**src/rtl/seq_detect_ctrl.sv**
```systemverilog
// seq_detect_ctrl: command-driven configure/arm/count controller for the sequence detector
module seq_detect_ctrl #(
  parameter int PAT_W   = 8,
  parameter int CNT_W   = 8,
  parameter int TMO_CYC = 1000
) (
  input  logic             clk,
  input  logic             rst,
  input  logic             cmd_valid,
  output logic             cmd_ready,
  input  logic [1:0]       cmd_op,
  input  logic [7:0]       cmd_data,
  output logic [PAT_W-1:0] det_pat,
  output logic [3:0]       det_len,
  output logic             det_clr,
  output logic             det_en,
  input  logic             det_hit,
  output logic [CNT_W-1:0] hit_count,
  output logic             done,
  output logic             timed_out,
  output logic             busy
);
  localparam int TW = $clog2(TMO_CYC) + 1;
  typedef enum logic [1:0] {IDLE, FLUSH, ARMED, DONE} state_t;
  state_t           state_q, state_d;
  logic [PAT_W-1:0] pat_q, pat_d;
  logic [3:0]       len_q, len_d, len_clamp;
  logic [CNT_W-1:0] target_q, target_d, cnt_q, cnt_d;
  logic [CNT_W:0]   cnt_next;
  logic [TW-1:0]    tmo_q, tmo_d;
  logic             to_q, to_d, acc;
  assign cmd_ready = (state_q == IDLE) || (state_q == ARMED);
  assign acc       = cmd_valid && cmd_ready;
  assign len_clamp = (cmd_data[3:0] == 4'd0) ? 4'd1 :
                     (cmd_data[3:0] > 4'(PAT_W)) ? 4'(PAT_W) : cmd_data[3:0];
  assign cnt_next  = {1'b0, cnt_q} + 1'b1;
  assign det_pat   = pat_q;
  assign det_len   = len_q;
  assign det_clr   = state_q == FLUSH;
  assign det_en    = state_q == ARMED;
  assign done      = state_q == DONE;
  assign busy      = state_q != IDLE;
  assign hit_count = cnt_q;
  assign timed_out = to_q;
  always_comb begin
    state_d  = state_q;
    pat_d    = pat_q;
    len_d    = len_q;
    target_d = target_q;
    cnt_d    = cnt_q;
    tmo_d    = tmo_q;
    to_d     = to_q;
    case (state_q)
      IDLE: if (acc) begin
        if (cmd_op == 2'd0) pat_d = cmd_data[PAT_W-1:0];
        if (cmd_op == 2'd1) len_d = len_clamp;
        if (cmd_op == 2'd2) begin
          target_d = CNT_W'(cmd_data);
          cnt_d    = '0;
          to_d     = 1'b0;
          state_d  = FLUSH;
        end
      end
      FLUSH: begin
        tmo_d   = '0;
        state_d = ARMED;
      end
      ARMED:
        // abort outranks a coincident hit; a hit outranks a coincident timeout
        if (acc && cmd_op == 2'd3) state_d = DONE;
        else if (det_hit) begin
          cnt_d = (&cnt_q) ? cnt_q : cnt_next[CNT_W-1:0];
          tmo_d = '0;
          if (target_q != '0 && cnt_next == {1'b0, target_q}) state_d = DONE;
        end else begin
          tmo_d = tmo_q + 1'b1;
          if (tmo_q == TW'(TMO_CYC - 1)) begin
            state_d = DONE;
            to_d    = 1'b1;
          end
        end
      DONE: state_d = IDLE;
    endcase
  end
  always_ff @(posedge clk) begin
    if (rst) begin
      state_q  <= IDLE;
      pat_q    <= '0;
      len_q    <= 4'(PAT_W);
      target_q <= '0;
      cnt_q    <= '0;
      tmo_q    <= '0;
      to_q     <= 1'b0;
    end else begin
      state_q  <= state_d;
      pat_q    <= pat_d;
      len_q    <= len_d;
      target_q <= target_d;
      cnt_q    <= cnt_d;
      tmo_q    <= tmo_d;
      to_q     <= to_d;
    end
  end
endmodule

```
**config.mk**
```make
export PLATFORM = sky130hd
export DESIGN_NAME = seq_detect_ctrl
export DESIGN_NICKNAME = d
export VERILOG_FILES = /design/src/rtl/seq_detect_ctrl.sv
export SDC_FILE = /design/constraint.sdc
export NUM_CORES = 1
export LEC_CHECK = 0
export CAP_MARGIN = 0
export CORE_MARGIN = 4
export CORE_UTILIZATION = 40
export DETAILED_ROUTE_END_ITERATION = 8
export PLACE_DENSITY = 0.66
export SLEW_MARGIN = 20
export SYNTH_ARGS = -nofsm -noshare
export SYNTH_HDL_FRONTEND = slang
export SYNTH_SLANG_ARGS = --single-unit
```
**constraint.sdc**
```tcl
create_clock -name clk -period 4.28 [get_ports clk]
set_clock_uncertainty 0.05 [all_clocks]
set_input_delay 0.856 -clock clk [delete_from_list [all_inputs] [get_ports clk]]
set_output_delay 0.856 -clock clk [all_outputs]
set_load 0.01 [all_outputs]
```
==> results of run 1 <==
area by class of cell:
class | count | area (sq um)
clock buffer | 6 | 72.6
clock inverter | 2 | 37.5
fill | 488 | 2480
inverter | 7 | 26.3
multi-input combinational | 200 | 1230
sequential | 42 | 841
tap | 70 | 87.6
timing repair buffer | 40 | 398
cell families after synthesis:
| kind of cell | count (synthesis) | synth area share, % |
|---|---|---|
| buf+inv | 18 | 3.73 |
| xor+xnor | 15 | 6.11 |
| simple gates | 114 | 26.7 |
| mux | 10 | 4.66 |
| compound gates | 54 | 15.6 |
| fa+ha+maj | 7 | 4.07 |
| flops | 42 | 39.1 |
path summary, 6_finish.rpt:
kind              slack (ns)           end  depth (start not counted)
hold reg to reg         0.43   target_q[1]                          2
hold / removal          0.43   target_q[1]                          2
setup reg to reg        1.82  hit_count[2]                          7
setup / recovery        1.32     cmd_ready                          5
layer usage:
metal  up-vias  part of all wire, %  GRT usage [%]
met5         -                    0              0
met4         0                  1.9           6.76
met3        12                  5.4           4.77
met2        45                   42           25.4
met1       853                   50           20.4
li1        980                    -              -
registers in the layout, summed over array words and instances, names as in the netlist:
register and count:
det_len 4, hit_count 8, target_q 8, det_pat 8, timed_out 1, tmo_q 11, state_q 2
cells in the mapped netlist (2+ instances only):
master,number,area share (%)
dfxtp_1,42,39
nand2_1,33,5.8
nor2_1,30,5.2
a21oi_1,24,5.6
o21ai_0,14,3.3
mux2i_1,10,4.7
xor2_1,10,4.1
nor3_1,8,1.9
clkbuf_1,7,1.2
ha_1,7,4.1
inv_1,7,1.2
nand4_1,7,2.0
and2_1,5,1.5
xnor2_1,5,2.0
nand3_1,4,0.93
and3_1,3,0.87
buf_4,3,1.0
nand2b_1,3,0.87
nor2b_1,3,0.87
nor3b_1,3,1.0
a21oi_2,2,0.82
nand4b_1,2,0.82
nor4_1,2,0.58
o2111ai_1,2,0.82
o21a_1,2,0.70
o21ai_2,2,0.82
or3_1,2,0.58
or4_1,2,0.70
cell usage in the layout, fill, tap and decap left out, types with 3 or more instances in the layout:
| cell type | Yosys | routed |
|---|---|---|
| o21ai_0 | 14 | 14 |
| nand4_1 | 7 | 7 |
| nor2b_1 | 3 | 3 |
| clkbuf_8 | 0 | 5 |
| dfxtp_1 | 42 | 42 |
| nor2_1 | 30 | 30 |
| and2_1 | 5 | 5 |
| xor2_1 | 10 | 10 |
| xnor2_1 | 5 | 5 |
| mux2i_1 | 10 | 10 |
| ha_1 | 7 | 7 |
| inv_1 | 7 | 7 |
| nor3b_1 | 3 | 3 |
| and3_1 | 3 | 3 |
| nand2b_1 | 3 | 3 |
| clkdlybuf4s50_1 | 0 | 39 |
| nand3_1 | 4 | 4 |
| a21oi_1 | 24 | 24 |
| nand2_1 | 33 | 33 |
| nor3_1 | 8 | 8 |
stage by stage:
stage / hold WS [ns] / cell area (sq um) / utilization [%] / instances
6_report: 0.426 / 2690 / 52.0 / 367
5_1_grt: 0.442 / 2690 / 52.0 / 367
3_3_place_gp: 0.397 / 2580 / 49.9 / 359
2_1_floorplan: 0.399 / 2150 / - / 260
3_5_place_dp: 0.403 / 2580 / 49.9 / 359
4_1_cts: 0.427 / 2690 / 52.0 / 367
where the power goes:
part	switching (mW)	internal [mW]
clock	0.143	0.174
sequential	0.0272	0.423
combinational	0.231	0.173
worst max-delay path, stage by stage (launching register included):
cell             delay [ns]
dfxtp_1                0.34
inv_1                  0.11
ha_1                   0.52
nor2_1                 0.17
inv_1                  0.08
clkdlybuf4s50_1        0.53
==> qor.csv, run 1 <==
stage,metric,value,unit
run_status,outcome,"complete, no violations",
placed_design,DP Worst Slack,1.39,ns
cts,Hold Buf Count CTS,0,
global_route,first-pass GRT wire length,8430,um
sta,Fmax,338,MHz
floorplanning,DIE AREA,6610,sq um
drt,Routed WL,4900,um
floorplanning,effective utilization at floorplan,41.6,%
worst_setup_path,WS Path Type,reg -> out,
flow_run,max capacitance violation total,0,
logic_synthesis,Syn Std Cell Area,2150,sq um
logic_synthesis,Syn Area/Cell,8.27,sq um
drt,Avg WL per Cell,13.3,um
hold_path,Worst Hold Class,reg -> reg,
sta,Slew HR,43.8,%
pwr,power consumption,1.17,mW
cts,CTS Buf Count,5,
cts,H-tree depth,2,
layout,Nets,317,
pwr,Static Leakage,0.925,nW
layout,antenna cells,0,
drt,drt pass-1 iters,4,
global_route,largest net degree at the start of global routing,20,
cts,post-CTS setup buffer count,0,
logic_synthesis,Yosys reg bits,42,
cts,clock buffer depth,2,
cts,Clock Tree Root,clkbuf_8,
worst_setup_path,r2r startpoint,hit_count[0],
logic_synthesis,Post-Synthesis Cells,260,
drt,Vias/cell,5.15,
pwr,Max VDD drop,0.000233,V
global_route,vias in the first global route,1900,
logic_synthesis,Netlist cell types,44,
logic_synthesis,synthesis warning total,0,
drt,drt drc,0,
sta,# setup viols final,0,
sta,Worst Slack Setup Final,1.32,ns
cts,Clock Latency Late Sink,0.30,ns
worst_setup_path,"Max FO, Critical Path",16,
cts,CTS tree,built,
cts,post-CTS sizing,0,
cts,CTS sink cnt,42,
pwr,Power Dens Cells,435,nW/um^2
global_route,total track usage,16.1,%
global_route,grt ovf,0,
layout,Area Growth Syn to Fin,25.2,%
drt,First DRT Iteration DRCs,103,
worst_setup_path,CP Data Required Time,3.37,ns
floorplanning,Die Height,81.3,um
sta,RSZ-0062 raised after global routing,no,
worst_setup_path,"Arr. time, crit path",2.05,ns
cts,"Clk pin slew, worst setup/hold paths",0.08,ns
logic_synthesis,Main synth FF type,dfxtp_1,
drt,via count,1890,
sta,Final Hold Fails,0,
placed_design,input/output buffers,39,
sta,Final Max Slew Viols,0,
logic_synthesis,"Seq/Total Area, Yosys",39.1,%
drt,post-route ant nets,0,
layout,share of layout cells above drive strength 1,6.40,%
sta,Slew @ Worst Pin,0.839,ns
hold_path,min-delay src,target_q[1],
placed_design,placed wire-length estimate,3500,um
floorplanning,Core Box Area,5170,sq um
worst_setup_path,Crit. End Element,output pin,
logic_synthesis,post-synthesis net count,281,
placed_design,Placer Congestion,0.876,
worst_setup_path,Critical Path Source,state_q[0],
global_route,initial antenna violation count,0,
floorplanning,Die W,81.3,um
sta,Tmin final,2.96,ns
worst_setup_path,Worst setup SP type,register,
logic_synthesis,number of flops mapped to enable cells by yosys,0,
floorplanning,Rows,26,
sta,setup TNS,0,ns
floorplanning,I/O Pins,40,
logic_synthesis,"FFs w/ async S/R, synth",0,%
sta,fin crit share,69.1,%
(Power assumes the default switching activity.)
==> run 2, diff against run 1 <==
==> constraint.sdc (replaced) <==
create_clock -name clk -period 2.9 [get_ports clk]
set_clock_uncertainty 0.05 [all_clocks]
set_input_delay 0.58 -clock clk [delete_from_list [all_inputs] [get_ports clk]]
set_output_delay 0.58 -clock clk [all_outputs]
set_load 0.01 [all_outputs]
==> run 2 against run 1 <==
Against the previous run:
- register-to-register slack worse by 1.4 ns
- cell count up 0.54%
- final area up 0.56%
- critical path depth stayed put
- global-route usage down 0.093 points
- non-clock buffer count up 2
- via count increased by 0.42%
- clock power is 47% higher
- wire length is 0.27% lower
- core utilization increased by 0.29 points
- critical path type unchanged
==> qor.csv, run 2 (synthesis gave the netlist of run 1 again) <==
stage,metric,value,unit,change
layout,Nets,319,,+0.63%
drt,Vias/cell,5.14,,-0.12%
sta,Tmin final,2.65,ns,
sta,fin crit share,91.4,%,
placed_design,DP Worst Slack,0.326,ns,-1.07 ns
global_route,grt ovf,0,,unchanged
layout,share of layout cells above drive strength 1,7.02,%,+0.63 points
placed_design,input/output buffers,39,,unchanged
worst_setup_path,"Max FO, Critical Path",16,,unchanged
sta,Fmax,377,MHz,
pwr,Max VDD drop,0.000360,V,+54%
hold_path,cell depth of the worst hold path,1,,-1
worst_setup_path,WS Path Type,reg -> out,,
cts,H-tree depth,2,,unchanged
hold_path,Hold Path End,det_len[3],,
worst_setup_path,r2r startpoint,hit_count[0],,
drt,Avg WL per Cell,13.2,um,-0.81%
sta,hold slack,0.420,ns,-0.00557 ns
global_route,largest net degree at the start of global routing,21,,+5.0%
global_route,total track usage,16.0,%,-0.093 points
layout,"commonest cells after routing, fill and taps aside","dfxtp_1 (42), clkdlybuf4s50_1 (39), nand2_1 (33), nor2_1 (30), a21oi_1 (24)",,
floorplanning,effective utilization at floorplan,41.6,%,unchanged
drt,post-route ant nets,0,,unchanged
layout,Reg with most FFs,tmo_q,,
floorplanning,Core Box Area,5170,sq um,unchanged
worst_setup_path,"Arr. time, crit path",2.02,ns,-0.03 ns
drt,First DRT Iteration DRCs,99,,-3.9%
placed_design,placed wire-length estimate,3550,um,+1.2%
sta,Final Hold Fails,0,,unchanged
flow_run,max capacitance violation total,0,,unchanged
cts,CTS tree,built,,
hold_path,Worst Hold Class,reg -> reg,,
sta,# setup viols final,0,,unchanged
sta,Slew @ Worst Pin,0.592,ns,-0.246 ns
pwr,power consumption,1.73,mW,+48%
layout,"commonest non-fill, non-tap cell in the layout",dfxtp_1,,
floorplanning,I/O Pins,40,,unchanged
floorplanning,Die W,81.3,um,unchanged
worst_setup_path,Crit. End Element,output pin,,
global_route,initial antenna violation count,0,,unchanged
layout,max reg flops,11,,unchanged
sta,RSZ-0062 raised after global routing,no,,
floorplanning,Rows,26,,unchanged
sta,setup TNS,0,ns,unchanged
worst_setup_path,Critical R2R Capture,hit_count[2],,
layout,cell area after layout,2710,sq um,+0.56%
worst_setup_path,flop-to-flop setup slack,0.43,ns,-1.39 ns
placed_design,Placed Area,2600,sq um,+0.58%
worst_setup_path,Critical Path Source,state_q[0],,
run_status,outcome,"complete, no violations",,
worst_setup_path,Worst setup SP type,register,,
cts,clock buffer depth,2,,unchanged
cts,CTS sink cnt,42,,unchanged
sta,Final Max Slew Viols,0,,unchanged
placed_design,Placer Congestion,0.862,,-1.6%
pwr,Power Dens Cells,640,nW/um^2,+47%
cts,"Clk pin slew, worst setup/hold paths",0.08,ns,about the same
cts,post-CTS setup buffer count,0,,unchanged
sta,Slew HR,60.5,%,+17 points
worst_setup_path,R2R cell count,7,,unchanged
global_route,first-pass GRT wire length,8350,um,-0.97%
sta,Worst Slack Setup Final,0.250,ns,-1.07 ns
hold_path,min-delay src,det_len[3],,
cts,Clock Tree Root,clkbuf_8,,
cts,CTS Buf Count,5,,unchanged
floorplanning,DIE AREA,6610,sq um,unchanged
drt,Routed WL,4880,um,-0.27%
drt,drt pass-1 iters,4,,unchanged
floorplanning,Die Height,81.3,um,unchanged
pwr,Static Leakage,0.935,nW,+1.1%
drt,via count,1898,,+0.42%
drt,drt drc,0,,unchanged
worst_setup_path,CP Data Required Time,2.27,ns,-1.10 ns
cts,Clock Latency Late Sink,0.29,ns,about the same
layout,antenna cells,0,,unchanged
layout,Area Growth Syn to Fin,25.9,%,
cts,Hold Buf Count CTS,0,,unchanged
cts,post-CTS sizing,0,,unchanged
global_route,vias in the first global route,1797,,-5.4%
run 2: routing by layer:
layer  global-route usage, %  routed length [um]  vias up
li1                        -                   -      984
met1                    21.2                2450      863
met2                    24.8                2110       44
met3                    4.43                 254        7
met4                    5.91                  72        0
met5                       0                   0        -
run 2: power by group:
| group | switching [mW] | internal, mW | leakage, nW |
|---|---|---|---|
| sequential | 0.0415 | 0.625 | 0.340 |
| clock | 0.208 | 0.257 | 0.0514 |
| combinational | 0.343 | 0.259 | 0.543 |
| total | 0.592 | 1.14 | 0.935 |
run 2: final cells by class:
cell class              count  area, sq um
fillers                   500         2470
multi-input cells         200         1230
flip-flops and latches     42          841
repair buffers             42          413
well taps                  70         87.6
clock buffers               6         72.6
clock inverters             2         37.5
inverters                   7         26.3
run 2: metrics by stage:
stage | cells | util (%)
finish | 369 | 52.3
global route | 369 | 52.3
CTS | 369 | 52.3
detailed placement | 361 | 50.2
global placement | 361 | 50.2
floorplan | 260 | -
run 2: how the worst max path moves through the flow:
| stage | endpoint | slack, ns | depth (start not counted) |
|---|---|---|---|
| after global routing | cmd_ready | 0.1 | 5 |
| after CTS | cmd_ready | 0.22 | 5 |
| final | cmd_ready | 0.25 | 5 |
| after floorplan | hit_count[6] | 0.84 | 8 |
| after global placement | hit_count[0] | 0.36 | 6 |
| after detailed placement | hit_count[0] | 0.33 | 6 |
run 2: worst max-delay path: stages (launching register included):
cell	delay, ns
dfxtp_1	0.35
inv_1	0.11
ha_1	0.51
nor2_1	0.16
inv_1	0.08
clkdlybuf4s50_1	0.53
